==> config.mk <==
export PLATFORM = sky130hd
export DESIGN_NAME = rv_pipe_controller_flat
export DESIGN_NICKNAME = d
export VERILOG_FILES = /design/src/rtl/rv_pipe_controller_if.sv /design/src/rtl/rv_pipe_controller.sv /design/src/flat_wrapper.sv
export SDC_FILE = /design/constraint.sdc
export NUM_CORES = 1
export LEC_CHECK = 0
export BUFFER_PORTS_ARGS = -buffer_cell sky130_fd_sc_hd__buf_2
export CAP_MARGIN = 20
export CORE_UTILIZATION = 50
export DETAILED_ROUTE_END_ITERATION = 8
export PLACE_DENSITY = 0.78
export SETUP_SLACK_MARGIN = 0.3
export SLEW_MARGIN = 15
export SYNTH_ARGS = -nofsm -noshare
export SYNTH_HDL_FRONTEND = slang
export SYNTH_SLANG_ARGS = --single-unit
==> constraint.sdc <==
create_clock -name clk -period 2.7 [get_ports clk]
set_input_delay 0.675 -clock clk [delete_from_list [all_inputs] [get_ports clk]]
set_output_delay 0.675 -clock clk [all_outputs]
set_load 0.02 [all_outputs]
==> src/rtl/rv_pipe_controller_if.sv <==
// Control/hazard bus between the RV32I pipeline controller and the 5-stage datapath.
// The datapath side (master) supplies the D instruction and E comparison flags.
interface rv_pipe_controller_if;
    logic [31:0] InstrD;
    logic        ZeroE;
    logic        LtE;
    logic        LtuE;
    logic [2:0]  ImmSrcD;
    logic [3:0]  ALUControlE;
    logic        ALUSrcAE;
    logic        ALUSrcBE;
    logic        PCSrcE;
    logic        PCTargetSrcE;
    logic [1:0]  ForwardAE;
    logic [1:0]  ForwardBE;
    logic        MemWriteM;
    logic        RegWriteW;
    logic [1:0]  ResultSrcW;
    logic [4:0]  RdW;
    logic        StallF;
    logic        StallD;
    logic        FlushD;
    logic        FlushE;

    modport master (
        output InstrD, ZeroE, LtE, LtuE,
        input  ImmSrcD, ALUControlE, ALUSrcAE, ALUSrcBE, PCSrcE, PCTargetSrcE,
               ForwardAE, ForwardBE, MemWriteM, RegWriteW, ResultSrcW, RdW,
               StallF, StallD, FlushD, FlushE
    );

    modport slave (
        input  InstrD, ZeroE, LtE, LtuE,
        output ImmSrcD, ALUControlE, ALUSrcAE, ALUSrcBE, PCSrcE, PCTargetSrcE,
               ForwardAE, ForwardBE, MemWriteM, RegWriteW, ResultSrcW, RdW,
               StallF, StallD, FlushD, FlushE
    );
endinterface

==> src/rtl/rv_pipe_controller.sv <==
// Pipelined RV32I controller: D-stage decode, E/M/W control slots, branch
// resolution in E and the hazard unit (forwarding, load-use stall, flush).
module rv_pipe_controller #(
    parameter bit FWD_EN = 1'b1
) (
    input logic                 clk,
    input logic                 reset,
    rv_pipe_controller_if.slave bus
);
    localparam logic [6:0] OP_LOAD   = 7'b0000011;
    localparam logic [6:0] OP_STORE  = 7'b0100011;
    localparam logic [6:0] OP_R      = 7'b0110011;
    localparam logic [6:0] OP_IALU   = 7'b0010011;
    localparam logic [6:0] OP_BRANCH = 7'b1100011;
    localparam logic [6:0] OP_JAL    = 7'b1101111;
    localparam logic [6:0] OP_JALR   = 7'b1100111;
    localparam logic [6:0] OP_LUI    = 7'b0110111;
    localparam logic [6:0] OP_AUIPC  = 7'b0010111;

    localparam logic [3:0] ALU_ADD  = 4'd0;
    localparam logic [3:0] ALU_SUB  = 4'd1;
    localparam logic [3:0] ALU_AND  = 4'd2;
    localparam logic [3:0] ALU_OR   = 4'd3;
    localparam logic [3:0] ALU_XOR  = 4'd4;
    localparam logic [3:0] ALU_SLT  = 4'd5;
    localparam logic [3:0] ALU_SLTU = 4'd6;
    localparam logic [3:0] ALU_SLL  = 4'd7;
    localparam logic [3:0] ALU_SRL  = 4'd8;
    localparam logic [3:0] ALU_SRA  = 4'd9;

    typedef struct packed {
        logic       reg_write;
        logic [1:0] result_src;
        logic       mem_write;
        logic       jump;
        logic       branch;
        logic       alu_src_a;
        logic       alu_src_b;
        logic       pc_target_src;
        logic [3:0] alu_ctrl;
        logic [2:0] funct3;
        logic [4:0] rs1;
        logic [4:0] rs2;
        logic [4:0] rd;
    } ex_slot_t;

    typedef struct packed {
        logic       reg_write;
        logic [1:0] result_src;
        logic       mem_write;
        logic [4:0] rd;
    } mem_slot_t;

    typedef struct packed {
        logic       reg_write;
        logic [1:0] result_src;
        logic [4:0] rd;
    } wb_slot_t;

    ex_slot_t  dec, ex;
    mem_slot_t mem;
    wb_slot_t  wb;

    logic [6:0] op;
    logic [2:0] funct3;
    logic       funct7b5;
    logic [4:0] rs1_d, rs2_d;
    logic [2:0] imm_src;
    logic [3:0] alu_rr;
    logic       taken, pc_src, stall, flush_e;
    logic       hit_e, hit_m;
    logic       unused_instr_bits;

    assign op       = bus.InstrD[6:0];
    assign funct3   = bus.InstrD[14:12];
    assign funct7b5 = bus.InstrD[30];
    assign rs1_d    = bus.InstrD[19:15];
    assign rs2_d    = bus.InstrD[24:20];
    assign unused_instr_bits = ^{bus.InstrD[31], bus.InstrD[29:25]};

    // funct7b5 selects sub only for register-register ops; addi ignores it
    always_comb begin
        alu_rr = ALU_ADD;
        case (funct3)
            3'b000:  alu_rr = (op == OP_R && funct7b5) ? ALU_SUB : ALU_ADD;
            3'b001:  alu_rr = ALU_SLL;
            3'b010:  alu_rr = ALU_SLT;
            3'b011:  alu_rr = ALU_SLTU;
            3'b100:  alu_rr = ALU_XOR;
            3'b101:  alu_rr = funct7b5 ? ALU_SRA : ALU_SRL;
            3'b110:  alu_rr = ALU_OR;
            default: alu_rr = ALU_AND;
        endcase
    end

    always_comb begin
        dec        = '0;
        imm_src    = 3'b000;
        dec.funct3 = funct3;
        dec.rs1    = rs1_d;
        dec.rs2    = rs2_d;
        dec.rd     = bus.InstrD[11:7];
        case (op)
            OP_LOAD: begin
                dec.alu_src_b  = 1'b1;
                dec.result_src = 2'b01;
                dec.reg_write  = 1'b1;
            end
            OP_STORE: begin
                imm_src       = 3'b001;
                dec.alu_src_b = 1'b1;
                dec.mem_write = 1'b1;
            end
            OP_R: begin
                dec.alu_ctrl  = alu_rr;
                dec.reg_write = 1'b1;
            end
            OP_IALU: begin
                dec.alu_ctrl  = alu_rr;
                dec.alu_src_b = 1'b1;
                dec.reg_write = 1'b1;
            end
            OP_BRANCH: begin
                imm_src      = 3'b010;
                dec.alu_ctrl = ALU_SUB;
                dec.branch   = 1'b1;
            end
            OP_JAL: begin
                imm_src        = 3'b011;
                dec.jump       = 1'b1;
                dec.result_src = 2'b10;
                dec.reg_write  = 1'b1;
            end
            OP_JALR: begin
                dec.alu_src_b     = 1'b1;
                dec.jump          = 1'b1;
                dec.pc_target_src = 1'b1;
                dec.result_src    = 2'b10;
                dec.reg_write     = 1'b1;
            end
            OP_LUI: begin
                imm_src        = 3'b100;
                dec.result_src = 2'b11;
                dec.reg_write  = 1'b1;
            end
            OP_AUIPC: begin
                imm_src       = 3'b100;
                dec.alu_src_a = 1'b1;
                dec.alu_src_b = 1'b1;
                dec.reg_write = 1'b1;
            end
            default: ;
        endcase
    end

    always_comb begin
        taken = 1'b0;
        case (ex.funct3)
            3'b000:  taken = bus.ZeroE;
            3'b001:  taken = ~bus.ZeroE;
            3'b100:  taken = bus.LtE;
            3'b101:  taken = ~bus.LtE;
            3'b110:  taken = bus.LtuE;
            3'b111:  taken = ~bus.LtuE;
            default: taken = 1'b0;
        endcase
    end

    assign pc_src = (ex.branch & taken) | ex.jump;

    function automatic logic [1:0] fwd_sel(input logic [4:0] src, input mem_slot_t m,
                                           input wb_slot_t w);
        if (m.reg_write && m.rd != 5'd0 && m.rd == src)      return 2'b10;
        else if (w.reg_write && w.rd != 5'd0 && w.rd == src) return 2'b01;
        else                                                 return 2'b00;
    endfunction

    // Raw rs fields are compared even for formats that do not read them
    assign hit_e = (ex.rd != 5'd0) && (ex.rd == rs1_d || ex.rd == rs2_d);
    assign hit_m = (mem.rd != 5'd0) && (mem.rd == rs1_d || mem.rd == rs2_d);
    assign stall = FWD_EN ? (ex.result_src == 2'b01 && hit_e)
                          : ((ex.reg_write && hit_e) || (mem.reg_write && hit_m));
    assign flush_e = stall | pc_src;

    always_ff @(posedge clk or posedge reset) begin
        if (reset) begin
            ex  <= '0;
            mem <= '0;
            wb  <= '0;
        end else begin
            ex  <= flush_e ? '0 : dec;
            mem <= '{reg_write: ex.reg_write, result_src: ex.result_src,
                     mem_write: ex.mem_write, rd: ex.rd};
            wb  <= '{reg_write: mem.reg_write, result_src: mem.result_src, rd: mem.rd};
        end
    end

    assign bus.ImmSrcD      = imm_src;
    assign bus.ALUControlE  = ex.alu_ctrl;
    assign bus.ALUSrcAE     = ex.alu_src_a;
    assign bus.ALUSrcBE     = ex.alu_src_b;
    assign bus.PCSrcE       = pc_src;
    assign bus.PCTargetSrcE = ex.pc_target_src;
    assign bus.ForwardAE    = FWD_EN ? fwd_sel(ex.rs1, mem, wb) : 2'b00;
    assign bus.ForwardBE    = FWD_EN ? fwd_sel(ex.rs2, mem, wb) : 2'b00;
    assign bus.MemWriteM    = mem.mem_write;
    assign bus.RegWriteW    = wb.reg_write;
    assign bus.ResultSrcW   = wb.result_src;
    assign bus.RdW          = wb.rd;
    assign bus.StallF       = stall;
    assign bus.StallD       = stall;
    assign bus.FlushD       = pc_src;
    assign bus.FlushE       = flush_e;
endmodule

==> src/flat_wrapper.sv <==
// flat-port wrapper written by rule: the top's interface ports become plain ports
module rv_pipe_controller_flat 
#(
    parameter bit FWD_EN = 1'b1
)
  (clk, reset, bus_InstrD, bus_ZeroE, bus_LtE, bus_LtuE, bus_ImmSrcD, bus_ALUControlE, bus_ALUSrcAE, bus_ALUSrcBE, bus_PCSrcE, bus_PCTargetSrcE, bus_ForwardAE, bus_ForwardBE, bus_MemWriteM, bus_RegWriteW, bus_ResultSrcW, bus_RdW, bus_StallF, bus_StallD, bus_FlushD, bus_FlushE);
  rv_pipe_controller_if bus_i ();
  input logic clk;
  input logic reset;
  input wire logic [$bits(bus_i.InstrD)-1:0] bus_InstrD;
  input wire logic [$bits(bus_i.ZeroE)-1:0] bus_ZeroE;
  input wire logic [$bits(bus_i.LtE)-1:0] bus_LtE;
  input wire logic [$bits(bus_i.LtuE)-1:0] bus_LtuE;
  output wire logic [$bits(bus_i.ImmSrcD)-1:0] bus_ImmSrcD;
  output wire logic [$bits(bus_i.ALUControlE)-1:0] bus_ALUControlE;
  output wire logic [$bits(bus_i.ALUSrcAE)-1:0] bus_ALUSrcAE;
  output wire logic [$bits(bus_i.ALUSrcBE)-1:0] bus_ALUSrcBE;
  output wire logic [$bits(bus_i.PCSrcE)-1:0] bus_PCSrcE;
  output wire logic [$bits(bus_i.PCTargetSrcE)-1:0] bus_PCTargetSrcE;
  output wire logic [$bits(bus_i.ForwardAE)-1:0] bus_ForwardAE;
  output wire logic [$bits(bus_i.ForwardBE)-1:0] bus_ForwardBE;
  output wire logic [$bits(bus_i.MemWriteM)-1:0] bus_MemWriteM;
  output wire logic [$bits(bus_i.RegWriteW)-1:0] bus_RegWriteW;
  output wire logic [$bits(bus_i.ResultSrcW)-1:0] bus_ResultSrcW;
  output wire logic [$bits(bus_i.RdW)-1:0] bus_RdW;
  output wire logic [$bits(bus_i.StallF)-1:0] bus_StallF;
  output wire logic [$bits(bus_i.StallD)-1:0] bus_StallD;
  output wire logic [$bits(bus_i.FlushD)-1:0] bus_FlushD;
  output wire logic [$bits(bus_i.FlushE)-1:0] bus_FlushE;
  assign bus_i.InstrD = bus_InstrD;
  assign bus_i.ZeroE = bus_ZeroE;
  assign bus_i.LtE = bus_LtE;
  assign bus_i.LtuE = bus_LtuE;
  assign bus_ImmSrcD = bus_i.ImmSrcD;
  assign bus_ALUControlE = bus_i.ALUControlE;
  assign bus_ALUSrcAE = bus_i.ALUSrcAE;
  assign bus_ALUSrcBE = bus_i.ALUSrcBE;
  assign bus_PCSrcE = bus_i.PCSrcE;
  assign bus_PCTargetSrcE = bus_i.PCTargetSrcE;
  assign bus_ForwardAE = bus_i.ForwardAE;
  assign bus_ForwardBE = bus_i.ForwardBE;
  assign bus_MemWriteM = bus_i.MemWriteM;
  assign bus_RegWriteW = bus_i.RegWriteW;
  assign bus_ResultSrcW = bus_i.ResultSrcW;
  assign bus_RdW = bus_i.RdW;
  assign bus_StallF = bus_i.StallF;
  assign bus_StallD = bus_i.StallD;
  assign bus_FlushD = bus_i.FlushD;
  assign bus_FlushE = bus_i.FlushE;
  rv_pipe_controller #(.FWD_EN(FWD_EN)) u_core (.clk(clk), .reset(reset), .bus(bus_i));
endmodule
Word level (Yosys, flattened, before mapping) --
Cells that the tools add are included.
Cells by class: multipliers 0, magnitude comparators 0, add/sub/neg operators 0, bitwise logic cells 6, eq/ne operators 27, reduce and logical (&&, ||, !) cells 20, mux-type cells 19, shift operators 0, divide/modulo/power cells 0
Operators with widths (count):
- $mux 31 | 1
- $eq 5x5->1 | 6
- $pmux 4 s7 | 1
- $eq 3x3->1 const B | 7
- $eq 7x6->1 const B | 3
- $eq 7x7->1 const B | 3
- $reduce_bool 5->1 | 3
- $eq 7x5->1 const B | 2
- $pmux 3 s4 | 1
- $mux 1 | 11
- $logic_and 1x1->1 | 9
- $pmux 4 s2 | 1
- $eq 7x2->1 const B | 1
- $reduce_or 7->1 | 1
- $eq 3x1->1 const B | 2
- $eq 3x2->1 const B | 2
- $logic_not 3->1 | 2
- $pmux 1 s6 | 1
- $pmux 2 s3 | 1
- $reduce_or 2->1 | 3
- $reduce_or 5->1 | 1
- $mux 2 | 2
- $not 1->1 | 3
- $eq 2x1->1 const B | 1
- other kinds (3) | 4
Word-level totals: ROM bits 0, latch bits 0, input bits 37, memories kept 0, flip-flop bits (word level) 48, RAM bits 0, logic and storage cells 92, output and inout port bits 28

Longest topological paths before layout --
Gate-level depths: netlist (run 1).
depth in word-level cells 6, depth in mapped cells 6, depth with buffers taken out 5

Worst setup path after synthesis (run 1) --
No wires, ideal clock.
kind register to output, start point register u_core.mem[0] (netlist name), end point output bus_ForwardAE[0], buffers on the path 0, data required time 2.025 ns, arrival time 2.017 ns, stages on the path, launching flop included 5, setup slack 0.008 ns, cell sequence dfrtp_1 or4_1 o21ai_0 nor4_1 nor4_1
Between the ends: longest elaborated chain between the ends 4, elaborated cells between the ends (all ways) 5, classes of those cells eq/ne: 1; mux: 1; reduce/logical: 3
Ends and longest elaborated chain:
- from (decl) | RTL line rv_pipe_controller.sv:61 | mem_slot_t mem;
- from (signal assigned) | RTL line rv_pipe_controller.sv:192 | mem <= '{reg_write: ex.reg_write, result_src: ex.result_src,
- $reduce_bool 5->1
- $logic_and 1x1->1 | RTL line rv_pipe_controller.sv:173 | if (m.reg_write && m.rd != 5'd0 && m.rd == src) return 2'b10;
- $logic_and 1x1->1 * | RTL line rv_pipe_controller.sv:173
- $mux 2 * | RTL line rv_pipe_controller.sv:173
- to (decl) | RTL line flat_wrapper.sv:20 | output wire logic [$bits(bus_i.ForwardAE)-1:0] bus_ForwardAE;
Every way passes the cells marked *; elsewhere a longest branch is shown, timed or not.

Worst setup path after layout (run 1) --
start point register u_core.mem[3] (netlist name), end point output bus_ForwardAE[0]
The elaborated chain is that of the path after synthesis.

==> impl_metrics.json, run 1 <==
{
  "setup_viol": 0,
  "ir_drop_mv": 0.282,
  "worst_r2r_path_depth": 6,
  "rsz0062_at_grt": "true",
  "wl_per_cell_microns": 14.3,
  "worstPathCellList": "or4_4 -> o21ai_4 -> nor4_2 -> nor4_2 -> buf_4",
  "gp_congestion": 0.875,
  "first_iter_violations": 63,
  "nFillCells": 311,
  "cts_sinks": 48,
  "grt_pass1_vias": 1471,
  "grt_pass1_wl_microns": 6720,
  "insertion_delay_ns": 0.29,
  "cts_made_buffers": 5,
  "synth_compound_area_frac": 0.0345,
  "critPathBufInv": 1,
  "ys.flop_type": "dfrtp_1",
  "total_power_mw": 1.35,
  "grt_start_max_net_pins": 35,
  "port_buffers": 58,
  "cp_max_fo": 2,
  "layout_common_cells": "52 x buf_2, 48 x dfrtp_1, 24 x buf_4, 23 x xor2_1, 18 x nor3b_1",
  "synthAdderAreaFrac": 0,
  "rows": 23,
  "hpwl_microns": 3030,
  "vias": 1610,
  "synth_xor_area_frac": 0.139,
  "clk_pin_slew_worst_paths_ns": 0.08,
  "htree_levels": 2,
  "critPathSlowestCell": "or4_4",
  "r2r-start": "u_core.ex[1]$_DFF_PP0_",
  "status": "finished clean",
  "start_util": 0.527,
  "fmax_mhz": 383,
  "synth_top_family_by_area": "simple AND/OR/NAND/NOR gates",
  "final_common_cell": "buf_2",
  "yosysSeqAreaShare": 0.562,
  "cp-start-kind": "register",
  "fin_skew_ns": 0.00503,
  "diodes": 0,
  "slew_viol_final": 0,
  "max_slew_margin": 0.726,
  "cts_tree": "done",
  "place_inst": 286,
  "pwr_density_cell_mw_per_mm2": 486,
  "period_share": 0.966,
  "min_path_type": "primary input to asynchronous set/reset pin",
  "tightestPinTransition_ns": 0.412,
  "muxShareOfSynthArea": 0.00995,
  "cts.path.max_buffers": 2,
  "seq_area_sq_mm": 0.00120,
  "core_area_sq_mm": 0.00406,
  "syn_avg_cell_area_sq_um": 11.5,
  "p_leak_nw": 1.33,
  "timing.critical_path.mode_cell": "nor4_2",
  "synthDistinctLibCells": 32,
  "r2r_end": "u_core.ex[13]$_DFF_PP0_",
  "cpLargestDelayFamily": "simple AND/OR/NAND/NOR gates",
  "synth_area_leaders": "dfrtp_1 56%, xor2_1 9.4%, nor3b_1 6.3%, xnor2_1 4.5%, nor4_1 3.2%",
  "setup_tns_ns": 0,
  "fp.dieH_microns": 67.4,
  "finalNonFillerCells": 310,
  "vias_per_cell": 5.19,
  "grt-ovfl-total": 0,
  "die_area_sq_mm": 0.00454,
  "synthArstFlopShare": 1.00,
  "place_ws_ns": 0.143,
  "drc": 0,
  "cts_hold_buf": 0,
  "ios": 65,
  "synth_area_leader_cell": "dfrtp_1",
  "arrival_ns": 1.93,
  "end_kind": "output pin",
  "ys_warn_count": 0,
  "min_period_ns": 2.61,
  "multi_input_area_sq_um": 918,
  "finalWirelength_microns": 4440,
  "synth_area_sq_mm": 0.00214,
  "yosys.area.top_type_share": 0.562,
  "first_pass_iters": 4,
  "synth_edf_count": 0,
  "syn_nets": 223,
  "cp.required_ns": 2.03,
  "die_w_microns": 67.4,
  "synth_simple_gate_area_frac": 0.211,
  "nets": 297,
  "dpl_cell_area_sq_mm": 0.00248,
  "slowest_delay_ns": 0.56,
  "cts_root_buf": "clkbuf_8",
  "stdcell_area_sq_mm": 0.00277,
  "antenna_left": 0,
  "syn_to_final_growth_pct": 29.6,
  "drive_gt1_frac": 0.392,
  "syn_inst": 186,
  "grt_antenna_before_repair": 0,
  "final_hold_viol_count": 0,
  "critPathLaunch": "u_core.mem[3]$_DFF_PP0_",
  "worstSetupPathType": "register to output pin",
  "r2r_slack_ns": 0.82,
  "grt_use_total": 0.207,
  "ys_ff_latch": 48,
  "setup_ws_ns": 0.0916,
  "drv_cap": 0
}
==> how the worst max path moves through the flow <==
stage	end	slack [ns]	depth (start not counted)
finish	bus_ForwardAE[0]	0.09	5
global route	bus_ForwardAE[0]	0.02	5
CTS	bus_ForwardAE[0]	0.1	5
detailed placement	bus_FlushE	0.14	7
global placement	bus_FlushE	0.16	7
floorplan	bus_ForwardAE[0]	0.21	4
==> where the power goes <==
group | internal (mW) | switching, mW
registers | 0.746 | 0.0265
logic | 0.0880 | 0.0951
clock network | 0.176 | 0.214
total | 1.01 | 0.335
==> worst register-to-register path, stage by stage (launching register included) <==
cell and delay [ns]:
dfrtp_1 0.39, or4_4 0.54, o21ai_2 0.14, a21oi_2 0.07
buf_4 0.13, buf_4 0.18, nor3b_1 0.32
==> metrics by stage <==
stage                     hold slack, ns   util
after floorplan                    0.331      -
after global placement             0.333  0.610
after detailed placement           0.336  0.610
after CTS                          0.323  0.666
after global routing               0.331  0.683
final                              0.319  0.683
==> sequential cells by signal, indices dropped and copies added, names as in the netlist <==
| register | flops |
|---|---|
| u_core.bus.ALUSrcAE | 1 |
| u_core.bus.ALUSrcBE | 1 |
| u_core.bus.ResultSrcW | 2 |
| u_core.mem | 8 |
| u_core.ex | 24 |
| u_core.bus.RdW | 5 |
| u_core.bus.ALUControlE | 4 |
| u_core.bus.MemWriteM | 1 |
| u_core.bus.PCTargetSrcE | 1 |
| u_core.bus.RegWriteW | 1 |
==> cell families after synthesis <==
family / after synthesis
AOI/OAI and AO/OA: 12
DFF: 48
xor gates and xnor gates: 34
muxes: 2
buffers and inverters: 16
and+or+nand+nor: 74
==> cell usage after synthesis (2+ instances only) <==
| cell | count |
|---|---|
| nor2_1 | 4 |
| nand3_1 | 7 |
| clkbuf_1 | 3 |
| buf_1 | 3 |
| o21ai_0 | 5 |
| a21oi_1 | 2 |
| nor2b_1 | 4 |
| nor3_1 | 10 |
| nand2_1 | 7 |
| dfrtp_1 | 48 |
| xnor2_1 | 11 |
| and3_1 | 2 |
| or4_1 | 5 |
| buf_2 | 2 |
| buf_4 | 6 |
| xor2_1 | 23 |
| nor4_1 | 11 |
| nor4b_1 | 2 |
| nor3b_1 | 18 |
==> timing repair <==
item / CTS / global route
resized for setup: 18 / 7
pin swaps: 14 / 10
endpoints found under the setup margin: 7 / 9
setup buffers: 11 / 6
==> final cells by class <==
class,instances,area share
clock inverters,1,0.00181
flip-flops and latches,48,0.433
well taps,50,0.0226
inverters,1,0.00135
clock buffers,6,0.0262
repair buffers,82,0.183
multi-input cells,122,0.331
==> per-layer routing <==
layer | up-vias | part of all wire | global-route usage
met4 | 0 | 0.013 | 0.0718
li1 | 790 | - | -
met1 | 769 | 0.42 | 0.259
met5 | - | 0 | 0
met3 | 5 | 0.036 | 0.0456
met2 | 46 | 0.53 | 0.350
No activity file was read; power rests on OpenSTA's default activity.
==> run 2: changes to the inputs <==
Settings changed: ABC_AREA from default to 1, CORE_UTILIZATION 50 to 45, PLACE_DENSITY 0.78 to 0.7.
==> run 2 against run 1 <==
  * Synthesized area increased by 8.8%
  * Register-to-register slack improved by 0.14 ns
  * Clock skew increased by 0.0028 ns
  * Sequential power about the same
  * Final cell count increased by 25%
  * Sequential cell count unchanged
  * Hold slack improved by 0.038 ns
  * Sequential share of layout area increased by 0.20 points
==> impl_metrics.json, run 2 <==
{
  "postCtsSetupBuffers": 0,
  "fin_skew_ns": 0.00778,
  "fmax_mhz": 440,
  "synthDistinctLibCells": 19,
  "clk_pin_slew_worst_paths_ns": 0.08,
  "fp.dieH_microns": 73.9,
  "htree_levels": 2,
  "insertion_delay_ns": 0.30,
  "max_slew_margin": 0.650,
  "setup_tns_ns": 0,
  "cpLargestDelayFamily": "simple AND/OR/NAND/NOR gates",
  "grt_use_total": 0.169,
  "status": "finished clean",
  "wl_per_cell_microns": 10.7,
  "final_common_cell": "buf_2",
  "core_area_sq_mm": 0.00485,
  "end_kind": "output pin",
  "synthArstFlopShare": 1.00,
  "syn_avg_cell_area_sq_um": 8.88,
  "synth_area_leader_cell": "dfrtp_1",
  "synth_common_cells": "48 x dfrtp_1, 44 x inv_1, 40 x nand2_1, 29 x nor2_2, 24 x nor2_1",
  "yosysSeqAreaShare": 0.516,
  "place_inst": 381,
  "vias_per_cell": 4.47,
  "first_pass_iters": 4,
  "cts_made_buffers": 5,
  "setup_ws_ns": 0.428,
  "grt_start_max_net_pins": 32,
  "cts_root_buf": "clkbuf_8",
  "setup_viol": 0,
  "finalNonFillerCells": 389,
  "start_util": 0.480,
  "syn_to_final_growth_pct": 18.6,
  "synth_area_leaders": "dfrtp_1 52%, nor2_2 7.8%, inv_1 7.1%, nand2_1 6.5%, xnor2_1 5.3%",
  "synth_area_sq_mm": 0.00233,
  "largest_register_ffs": 24,
  "stdcell_area_sq_mm": 0.00276,
  "ys.flop_type": "dfrtp_1",
  "cts_sinks": 48,
  "seq_area_sq_mm": 0.00120,
  "die_w_microns": 73.9,
  "worstSetupPathType": "primary input to output pin",
  "min_period_ns": 2.27,
  "yosysMostFrequentCell": "dfrtp_1",
  "tightestPinTransition_ns": 0.524,
  "cp_max_fo": 5,
  "port_buffers": 58,
  "hpwl_microns": 3310,
  "rows": 25,
  "critPathSlowestCell": "nor2_2",
  "pwr_density_cell_mw_per_mm2": 528,
  "finalWirelength_microns": 4160,
  "slew_viol_final": 0,
  "timing.critical_path.mode_cell": "nand2_1",
  "gp_congestion": 0.848,
  "grt_pass1_vias": 1604,
  "drc": 0,
  "grt-ovfl-total": 0,
  "ios": 65,
  "place_ws_ns": 0.449,
  "post_cts_resized": 0,
  "ir_drop_mv": 0.279,
  "layout_common_cells": "58 x buf_2, 48 x dfrtp_1, 43 x inv_1, 40 x nand2_1, 29 x nor2_2",
  "cp-start-kind": "primary input",
  "cp.required_ns": 2.03,
  "synth_edf_count": 0,
  "syn_nets": 299,
  "multi_input_area_sq_um": 881,
  "syn_inst": 262,
  "rsz0062_at_grt": "false",
  "vias": 1740,
  "cts_hold_buf": 0,
  "drv_cap": 0,
  "drive_gt1_frac": 0.320,
  "antenna_left": 0,
  "yosys.area.top_type_share": 0.516,
  "critPathBufInv": 3,
  "cts.path.max_buffers": 2,
  "final_hold_viol_count": 0,
  "slowest_delay_ns": 0.18,
  "p_leak_nw": 1.51,
  "period_share": 0.841,
  "ys_ff_latch": 48,
  "grt_pass1_wl_microns": 6820,
  "first_iter_violations": 47,
  "cts_tree": "done",
  "arrival_ns": 1.60,
  "worstPathCellList": "buf_2 -> inv_1 -> nor2_2 -> nand2_1 -> nor2_2 -> nand2_1 -> nand2_1 -> buf_2",
  "grt_antenna_before_repair": 0,
  "die_area_sq_mm": 0.00546,
  "nets": 358,
  "nFillCells": 433,
  "dpl_cell_area_sq_mm": 0.00264,
  "ys_warn_count": 0,
  "diodes": 0,
  "min_path_type": "register to register",
  "largest_register": "u_core.ex"
}
run 2: layer usage:
metal | up-vias | share of wire | track usage
li1 | 906 | - | -
met1 | 784 | 0.46 | 0.207
met2 | 41 | 0.48 | 0.274
met3 | 9 | 0.039 | 0.0535
met4 | 0 | 0.024 | 0.0726
met5 | - | 0 | 0
run 2: cell families (layout without fill, tap and decap cells):
group | Yosys count | in the layout | synth area share
xor+xnor | 23 | 23 | 0.0866
buf+inv | 53 | 113 | 0.105
flops | 48 | 48 | 0.516
simple gates | 126 | 126 | 0.265
compound gates | 12 | 12 | 0.0274
run 2: path summary, 6_finish.rpt:
kind | slack, ns | cells after the start | startpoint | endpoint
hold / removal | 0.36 | 0 | u_core.mem[7]$_DFF_PP0_ | u_core.bus.ResultSrcW[1]$_DFF_PP0_
setup / recovery | 0.43 | 8 | bus_InstrD[5] | bus_ImmSrcD[0]
max in group asynchronous | 1.73 | 3 | reset | u_core.ex[14]$_DFF_PP0_
setup reg to reg | 0.96 | 8 | u_core.ex[1]$_DFF_PP0_ | u_core.bus.ALUControlE[0]$_DFF_PP0_
hold reg to reg | 0.36 | 0 | u_core.mem[7]$_DFF_PP0_ | u_core.bus.ResultSrcW[1]$_DFF_PP0_
min in group asynchronous | 0.40 | 2 | reset | u_core.bus.RdW[0]$_DFF_PP0_
run 2: final cells by class:
cell class                 count  share of cell area
multi-input combinational    161               0.319
sequential                    48               0.435
tap                           67              0.0304
timing repair buffer          61               0.113
inverter                      44              0.0599
clock buffer                   5              0.0249
clock inverter                 3              0.0168
run 2: power breakdown:
part	total [mW]	switching [mW]	internal [mW]
registers	0.775	0.0284	0.746
logic	0.167	0.0946	0.0724
clock network	0.516	0.237	0.279
total	1.46	0.360	1.10
run 2: stage by stage:
step	utilization	hold slack (ns)	total power [mW]
final	0.569	0.357	1.46
after global routing	0.569	0.368	1.53
after CTS	0.569	0.359	1.47
after detailed placement	0.545	0.339	0.959
after global placement	0.545	0.332	0.953
after floorplan	-	0.331	0.897
